<file path="config.mk">
export PLATFORM = sky130hd
export DESIGN_NAME = aurora_hls_monitor_reader
export DESIGN_NICKNAME = d
export VERILOG_FILES = /design/src/rtl/aurora_hls_monitor_pkg.sv /design/src/rtl/aurora_hls_monitor_reader.sv
export SDC_FILE = /design/constraint.sdc
export NUM_CORES = 1
export LEC_CHECK = 0
export ABC_AREA = 1
export BUFFER_PORTS_ARGS = -buffer_cell sky130_fd_sc_hd__clkbuf_2
export CAP_MARGIN = 30
export CELL_PAD_IN_SITES_DETAIL_PLACEMENT = 1
export CELL_PAD_IN_SITES_GLOBAL_PLACEMENT = 1
export CORE_ASPECT_RATIO = 0.5
export CORE_UTILIZATION = 34
export DETAILED_ROUTE_END_ITERATION = 12
export GPL_TIMING_DRIVEN = 0
export PLACE_DENSITY_LB_ADDON = 0.1
export SLEW_MARGIN = 20
export SYNTH_ARGS = -nofsm -noshare
export SYNTH_HDL_FRONTEND = slang
export SYNTH_SLANG_ARGS = --single-unit
</file>
<file path="constraint.sdc">
create_clock -name clk -period 1.6 [get_ports clk]
set_clock_uncertainty 0.05 [all_clocks]
set_input_delay 0.32 -clock clk [delete_from_list [all_inputs] [get_ports clk]]
set_output_delay 0.32 -clock clk [all_outputs]
set_load 0.02 [all_outputs]
</file>
<file path="src/rtl/aurora_hls_monitor_pkg.sv">
// Shared definitions for the Aurora HLS link-health monitor register reader:
// register offsets, AXI response codes, CTRL bit positions and state types.
package aurora_hls_monitor_pkg;

    localparam logic [5:0] REG_CTRL        = 6'h00;
    localparam logic [5:0] REG_STATUS      = 6'h04;
    localparam logic [5:0] REG_NOT_OK      = 6'h08;
    localparam logic [5:0] REG_RX_OVF      = 6'h0C;
    localparam logic [5:0] REG_TX_OVF      = 6'h10;
    localparam logic [5:0] REG_SEQ         = 6'h14;
    localparam logic [5:0] REG_LIVE_NOT_OK = 6'h18;
    localparam logic [5:0] REG_LIVE_RX_OVF = 6'h1C;
    localparam logic [5:0] REG_LIVE_TX_OVF = 6'h20;

    localparam logic [1:0] RESP_OKAY   = 2'b00;
    localparam logic [1:0] RESP_SLVERR = 2'b10;

    localparam int CTRL_SNAPSHOT_BIT = 0;
    localparam int CTRL_CLEAR_BIT    = 1;

    localparam logic [12:0] CORE_STATUS_OK_DEFAULT = 13'h11ff;

    typedef enum logic { R_IDLE, R_DATA } rd_state_t;
    typedef enum logic { W_IDLE, W_RESP } wr_state_t;

    typedef struct packed {
        logic [31:0] data;
        logic [1:0]  resp;
    } rd_result_t;

endpackage

</file>
<file path="src/rtl/aurora_hls_monitor_reader.sv">
// AXI4-Lite register front end for the Aurora link-health monitor: coherent
// counter snapshots, clear pulse and live status. Optional macro
// AURORA_HLS_MONITOR_LIVE_READ_EN exposes live counters at 0x18/0x1C/0x20.
module aurora_hls_monitor_reader
    import aurora_hls_monitor_pkg::*;
#(
    parameter int          ADDR_WIDTH     = 6,
    parameter logic [12:0] CORE_STATUS_OK = CORE_STATUS_OK_DEFAULT
) (
    input  logic                  clk,
    input  logic                  rst_n,
    input  logic [12:0]           aurora_status,
    input  logic [31:0]           core_status_not_ok_count,
    input  logic [31:0]           fifo_rx_overflow_count,
    input  logic [31:0]           fifo_tx_overflow_count,
    output logic                  monitor_clear,
    input  logic [ADDR_WIDTH-1:0] s_axi_awaddr,
    input  logic                  s_axi_awvalid,
    output logic                  s_axi_awready,
    input  logic [31:0]           s_axi_wdata,
    input  logic [3:0]            s_axi_wstrb,
    input  logic                  s_axi_wvalid,
    output logic                  s_axi_wready,
    output logic [1:0]            s_axi_bresp,
    output logic                  s_axi_bvalid,
    input  logic                  s_axi_bready,
    input  logic [ADDR_WIDTH-1:0] s_axi_araddr,
    input  logic                  s_axi_arvalid,
    output logic                  s_axi_arready,
    output logic [31:0]           s_axi_rdata,
    output logic [1:0]            s_axi_rresp,
    output logic                  s_axi_rvalid,
    input  logic                  s_axi_rready
);

    rd_state_t   r_state;
    wr_state_t   w_state;
    logic        w_ready_en;
    logic [31:0] snap_not_ok;
    logic [31:0] snap_rx_ovf;
    logic [31:0] snap_tx_ovf;
    logic [31:0] snap_seq;
    rd_result_t  rd_next;

    logic [5:0] rd_offset;
    logic [5:0] wr_offset;
    logic       wr_fire;
    logic       ctrl_hit;
    logic       ctrl_act;

    // Only word-aligned bits [5:2] take part in decode; everything else is ignored.
    logic unused_bits;
    assign unused_bits = ^{s_axi_awaddr, s_axi_araddr, s_axi_wdata[31:2], s_axi_wstrb[3:1]};

    assign rd_offset = {s_axi_araddr[5:2], 2'b00};
    assign wr_offset = {s_axi_awaddr[5:2], 2'b00};

    // AW and W are accepted together, so ready depends on both valids this cycle.
    assign wr_fire       = (w_state == W_IDLE) && w_ready_en && s_axi_awvalid && s_axi_wvalid;
    assign s_axi_awready = wr_fire;
    assign s_axi_wready  = wr_fire;
    assign ctrl_hit      = (wr_offset == REG_CTRL);
    assign ctrl_act      = wr_fire && ctrl_hit && s_axi_wstrb[0];

    // NOTE: every field gets a default before the case so no latch is inferred.
    always_comb begin
        rd_next = '{data: 32'd0, resp: RESP_SLVERR};
        case (rd_offset)
            REG_CTRL:   rd_next.resp = RESP_OKAY;
            REG_STATUS: rd_next = '{data: {15'd0, (aurora_status == CORE_STATUS_OK), 3'd0, aurora_status},
                                    resp: RESP_OKAY};
            REG_NOT_OK: rd_next = '{data: snap_not_ok, resp: RESP_OKAY};
            REG_RX_OVF: rd_next = '{data: snap_rx_ovf, resp: RESP_OKAY};
            REG_TX_OVF: rd_next = '{data: snap_tx_ovf, resp: RESP_OKAY};
            REG_SEQ:    rd_next = '{data: snap_seq,    resp: RESP_OKAY};
`ifdef AURORA_HLS_MONITOR_LIVE_READ_EN
            REG_LIVE_NOT_OK: rd_next = '{data: core_status_not_ok_count, resp: RESP_OKAY};
            REG_LIVE_RX_OVF: rd_next = '{data: fifo_rx_overflow_count,   resp: RESP_OKAY};
            REG_LIVE_TX_OVF: rd_next = '{data: fifo_tx_overflow_count,   resp: RESP_OKAY};
`endif
            default: ;
        endcase
    end

    // NOTE: sequential state uses non-blocking assignments only.
    always_ff @(posedge clk or negedge rst_n) begin
        if (!rst_n) begin
            r_state       <= R_IDLE;
            s_axi_arready <= 1'b0;
            s_axi_rvalid  <= 1'b0;
            s_axi_rdata   <= 32'd0;
            s_axi_rresp   <= RESP_OKAY;
        end else begin
            case (r_state)
                R_IDLE: begin
                    if (s_axi_arready && s_axi_arvalid) begin
                        s_axi_rdata   <= rd_next.data;
                        s_axi_rresp   <= rd_next.resp;
                        s_axi_rvalid  <= 1'b1;
                        s_axi_arready <= 1'b0;
                        r_state       <= R_DATA;
                    end else begin
                        s_axi_arready <= 1'b1;
                    end
                end
                R_DATA: begin
                    if (s_axi_rready) begin
                        s_axi_rvalid  <= 1'b0;
                        s_axi_arready <= 1'b1;
                        r_state       <= R_IDLE;
                    end
                end
                default: r_state <= R_IDLE;
            endcase
        end
    end

    always_ff @(posedge clk or negedge rst_n) begin
        if (!rst_n) begin
            w_state      <= W_IDLE;
            w_ready_en   <= 1'b0;
            s_axi_bvalid <= 1'b0;
            s_axi_bresp  <= RESP_OKAY;
        end else begin
            w_ready_en <= 1'b1;
            case (w_state)
                W_IDLE: begin
                    if (wr_fire) begin
                        s_axi_bvalid <= 1'b1;
                        s_axi_bresp  <= ctrl_hit ? RESP_OKAY : RESP_SLVERR;
                        w_state      <= W_RESP;
                    end
                end
                W_RESP: begin
                    if (s_axi_bready) begin
                        s_axi_bvalid <= 1'b0;
                        w_state      <= W_IDLE;
                    end
                end
                default: w_state <= W_IDLE;
            endcase
        end
    end

    // Snapshot samples pre-clear counts; the clear pulse lands one cycle later.
    always_ff @(posedge clk or negedge rst_n) begin
        if (!rst_n) begin
            snap_not_ok   <= 32'd0;
            snap_rx_ovf   <= 32'd0;
            snap_tx_ovf   <= 32'd0;
            snap_seq      <= 32'd0;
            monitor_clear <= 1'b0;
        end else begin
            monitor_clear <= ctrl_act && s_axi_wdata[CTRL_CLEAR_BIT];
            if (ctrl_act && s_axi_wdata[CTRL_SNAPSHOT_BIT]) begin
                snap_not_ok <= core_status_not_ok_count;
                snap_rx_ovf <= fifo_rx_overflow_count;
                snap_tx_ovf <= fifo_tx_overflow_count;
                snap_seq    <= snap_seq + 32'd1;
            end
        end
    end

endmodule

</file>
Yosys cells after proc, flatten, opt, wreduce, memory -nomap -nowiden. Cells that the tools add are included.

Bits in registers: 171. Bits of input ports: 164. Output and inout port bits: 42. Logic and storage cells: 60.

Add/subtract/negate cells: 1. Equal/unequal tests: 10. Muxes and demuxes: 18. Bitwise logic cells: 2. Reductions and logical operators: 15.

Operators with widths (number): one-hot mux 32 bit (5 select lines) (1); adder 32 x 1 -> 32 bit, second input constant (1); equality test 13 bit, second input constant (1); zero test 6 bit (2); 2-to-1 mux 1 bit (10); one-hot mux 1 bit (2 select lines) (5); equality test 4 x 2 -> 1 bit, second input constant (2); equality test 4 x 3 -> 1 bit, second input constant (2); logical AND 1 bit (8); != test 2 bit, second input constant (4); AND reduction 2 bit (4); OR reduction 6 bit (1); equality test 4 x 1 -> 1 bit, second input constant (1); 2-to-1 mux 2 bit (2); inverter 1 bit (2).

Longest topological paths before layout.
Word-level depth: 7. Mapped depth: 10. Gate-level depth less buffers: 10.

Least setup slack after synthesis. Ideal clock, no wire load.

Path kind: flip-flop to flip-flop. Start: reg w_state. End: reg snap_not_ok[0]. Library setup time: 116 ps. Data arrival time: 1375 ps. Required time: 1434 ps. Setup slack: 58 ps. Cell stages (with the launch flop): 9. Buffers on the path: 2. Period minus slack after synthesis: 1542 ps. Cell sequence: dfrtp_1 inv_2 nand2_1 nor2_4 nand4_4 buf_2 buf_2 nand2_1 nand2_1.

Longest elaborated chain between the ends: 7.

Ends and longest elaborated chain: start, declared (RTL line aurora_hls_monitor_reader.sv:37) `wr_state_t w_state;`; start signal, assigned (RTL line aurora_hls_monitor_reader.sv:120) `w_state <= W_IDLE;`; start signal, assigned (RTL line aurora_hls_monitor_reader.sv:131) `w_state <= W_RESP;`; start signal, assigned (RTL line aurora_hls_monitor_reader.sv:137) `w_state <= W_IDLE;`; inverter 1 bit; logical AND 1 bit (3 in series) (RTL line aurora_hls_monitor_reader.sv:59) `assign wr_fire = (w_state == W_IDLE) && w_ready_en && s_axi_awvalid && s_axi_wvalid;`; net s_axi_awready (RTL line aurora_hls_monitor_reader.sv:19) `output logic s_axi_awready,`; logical AND 1 bit (2 in series) (RTL line aurora_hls_monitor_reader.sv:63) `assign ctrl_act = wr_fire && ctrl_hit && s_axi_wstrb[0];`; logical AND 1 bit (RTL line aurora_hls_monitor_reader.sv:155) `if (ctrl_act && s_axi_wdata[CTRL_SNAPSHOT_BIT]) begin`; end signal, assigned (RTL line aurora_hls_monitor_reader.sv:156) `snap_not_ok <= core_status_not_ok_count;`; end, declared (RTL line aurora_hls_monitor_reader.sv:39) `logic [31:0] snap_not_ok;`.

The timed path passes the listed nets, and every way through them passes these cells. A chain may end at the register's enable or synchronous reset.

Final worst setup path.
Start: reg w_state. End: reg snap_rx_ovf[7].

Longest elaborated chain between the ends: 7.

Ends and longest elaborated chain: inverter 1 bit; logical AND 1 bit (3 in series) (RTL line aurora_hls_monitor_reader.sv:59); logical AND 1 bit (2 in series) (RTL line aurora_hls_monitor_reader.sv:63); logical AND 1 bit (RTL line aurora_hls_monitor_reader.sv:155); end signal, assigned (RTL line aurora_hls_monitor_reader.sv:157) `snap_rx_ovf <= fifo_rx_overflow_count;`; end, declared (RTL line aurora_hls_monitor_reader.sv:40) `logic [31:0] snap_rx_ovf;`.

Every way passes these cells.

==> results.cfg <==
[drt]
num_vias = 7881
firstDrtPassIters = 4
first_iter_violations = 522
avgRoutedWirePerCell_um = 18.5
routed_via_density = 4.86
drc_errors = 0
wirelength_mm = 30.0
ant_nets = 0

[global_routing]
antenna_found_initial = 0
grtUsageTotal_pct = 25.1
grt_pass1_wl_mm = 45.2
grt_pass1_vias = 8164
grt_start_max_net_pins = 79
overflow = 0

[timing]
slew_viol_final = 0
rsz0062_at_grt = true
min_period_over_period_pct = 108
max_freq_mhz = 576
relSlewSlack_pct = 58.9
post-route-min-period_ns = 1.73
hold_viol_final = 0
worst_pin_slew_ns = 0.612
setup_viol_count_final = 101
finalWorstSetupSlack_ns = -0.135
fin_hold_ws_ns = 0.0175

[final_layout]
syn_to_final_growth_pct = 41.3
fin_nets = 1466
final_cells = 1622
drive_above_1_share_pct = 31.1

[clock_network]
insertion_delay_ns = 0.46
cts_tree = yes
clock_path_buffers = 2
clock-sinks = 169
clockRootBuffer = clkbuf_16
clkTransAtPathRegs_ns = 0.07
cts.htree.levels = 4
cts-buffers-inserted = 17

[placement]
place.gp.congestion = 0.868
dpl.hpwl_mm = 21.4
dp_slack_ns = -0.610
port_buffers = 166
placedCellCount = 1537

[yosys]
yosys_most_used_dff = dfrtp_1
synth_cell_type_count = 26
synthCells = 1061
synth_edf_count = 0
synth_seq_area_share_pct = 52.7
synth-seq-cells = 169
ys_async_sr_fraction_pct = 100
avgSynthCellArea_um2 = 7.56
syn_area_um2 = 8030
synth_warnings = 0

[worst_setup_path]
worstSetupStartpointType = register
cp_max_fo = 6
critPathSlowestCell = dfrtp_1
required_ns = 1.94
path_class = reg2reg
worstPathCellList = inv_2, nand2_2, nor2_4, buf_12, nand3_4, nor2_4, buf_6, buf_12, clkbuf_16, nand2_2, nand2_1
cpPeakStageDelay_ns = 0.39
cp_top_family = buffers and inverters
cp-end-kind = register
cp_num_buf_inv = 5
crit_arrival_ns = 2.07

[outcome]
violations = negative setup slack
status = finished, violations left

[pwr]
cellLeakagePower_nw = 5.99
powerDensity_nw_per_um2 = 988
peakVddDrop_v = 0.000706

[floorplanning]
die_width_um = 219
initial_core_util_pct = 34.9
ios = 206
core_region_area_um2 = 23000
die_h_um = 111
dieArea_um2 = 24300
placementRows = 39

[run]
maxCapViolations = 0

[worst_hold_path]
min_path_type = in2reg
-- where the power goes --
group          leakage (nW)  internal [W]  switching, W
registers              2.27       0.00464      0.000261
clock network         0.298       0.00257       0.00185
logic                  3.42      0.000660       0.00122
total                  5.99       0.00787       0.00333
-- final cells by class --
type,count,area [um^2]
repair buffers,221,1630
plain buffers,45,474
diodes,1,2.50
inverters,46,178
multi-input cells,801,3820
clock buffers,20,467
flip-flops and latches,169,4230
well taps,307,384
fillers,2810,11600
clock inverters,12,146
-- flip-flops by register name (all words and copies together) (netlist names), 32 cells and up --
signal       flops
s_axi_rdata     32
snap_not_ok     32
snap_rx_ovf     32
snap_seq        32
snap_tx_ovf     32
-- cells in the mapped netlist (3+ instances only) --
cell        n  share of area [%]
buf_2      23                1.4
buf_4       5               0.47
buf_6       6               0.84
nor2_2      9               0.70
xor2_1     12                1.3
nand3b_1   10               0.94
nor2_4      4               0.56
nor2_1     80                3.7
clkbuf_1   10               0.47
nand3_1    52                3.2
nor3_1      3               0.19
o21ai_0    17                1.1
nand2_1   576                 27
inv_1      44                2.1
nand4_1    26                2.0
dfrtp_1   169                 53
-- final timing paths --
kind	cells past startpoint	end	start	slack, ns
setup / recovery	11	snap_rx_ovf[7]	w_state	-0.13
hold / removal	3	snap_rx_ovf[24]	fifo_rx_overflow_count[24]	0.02
setup reg to reg	11	snap_rx_ovf[7]	w_state	-0.13
hold reg to reg	1	s_axi_rvalid	r_state	0.40
max in group asynchronous	4	snap_tx_ovf[29]	rst_n	0.22
min in group asynchronous	2	s_axi_rdata[4]	rst_n	0.23
-- metal layers --
metal / vias up / part of all wire, % / GRT usage, %
li1: 3755 / - / -
met5: - / 0 / 0
met3: 33 / 4.0 / 3.86
met1: 3915 / 48 / 35.7
met4: 0 / 1.7 / 7.78
met2: 178 / 47 / 39.1
-- layout by cell type, fill, tap and decap left out, types with 2 or more instances in the layout --
cell type,Yosys,layout
nand2_1,576,491
dfrtp_1,169,168
clkbuf_2,0,166
nand2_2,1,69
nor2_1,80,69
inv_1,44,43
nand3_1,52,41
nand4_1,26,26
clkbuf_16,0,24
buf_4,5,22
nand2_4,0,17
dlygate4sd3_1,0,17
nor2_4,4,15
o21ai_0,17,15
buf_6,6,13
xor2_1,12,12
buf_12,0,11
nand3_2,1,10
nand3b_1,10,10
nor2_2,9,9
buf_8,0,7
clkbuf_8,0,7
buf_2,23,7
clkinv_2,0,5
buf_16,0,5
clkbuf_4,0,3
clkbuf_1,10,3
conb_1,2,3
bufinv_16,0,3
clkinvlp_4,0,3
inv_2,2,2
nand3_4,0,2
nor3_1,3,2
xnor2_1,2,2
inv_6,0,2
a21oi_1,2,2
-- metrics by stage --
stage	total power [W]	utilization, %	TNS [ns]	area [um^2]
3_3_place_gp	0.00666	40.2	-565.83	9240
4_1_cts	0.0113	45.9	-10.03	10600
5_1_grt	0.0117	49.3	-17.33	11300
2_1_floorplan	0.00584	-	0	8030
3_5_place_dp	0.00675	40.5	-40.91	9310
6_report	0.0112	49.3	-8.14	11300
-- worst register-to-register path: stages, from the launching register on --
cell and delay [ns]:
dfrtp_1 0.39, inv_2 0.07, nand2_2 0.06, nor2_4 0.12, buf_12 0.13, nand3_4 0.09, nor2_4 0.14, buf_6 0.17
buf_12 0.17, clkbuf_16 0.18, nand2_2 0.04, nand2_1 0.07
-- timing repair --
item,in CTS,in global routing
pin swaps,5,43
resized for setup,70,165
hold endpoints to repair,80,0
cloned,4,7
setup endpoints to repair,162,159
setup buffers,12,13
hold buffers,17,0
-- logic make-up (layout without fill, tap and decap cells) --
group                      after synthesis  in the layout  synth area share (%)
AOI/OAI and AO/OA                       19             19                  1.18
xor gates and xnor gates                14             14                  1.53
adders and majority gates                1              1                 0.156
buffers and inverters                   92            344                  5.46
DFF                                    169            169                  52.7
other                                    2              4                0.0936
and+or+nand+nor                        764            764                  38.9
No activity file was read; power rests on OpenSTA's default activity.
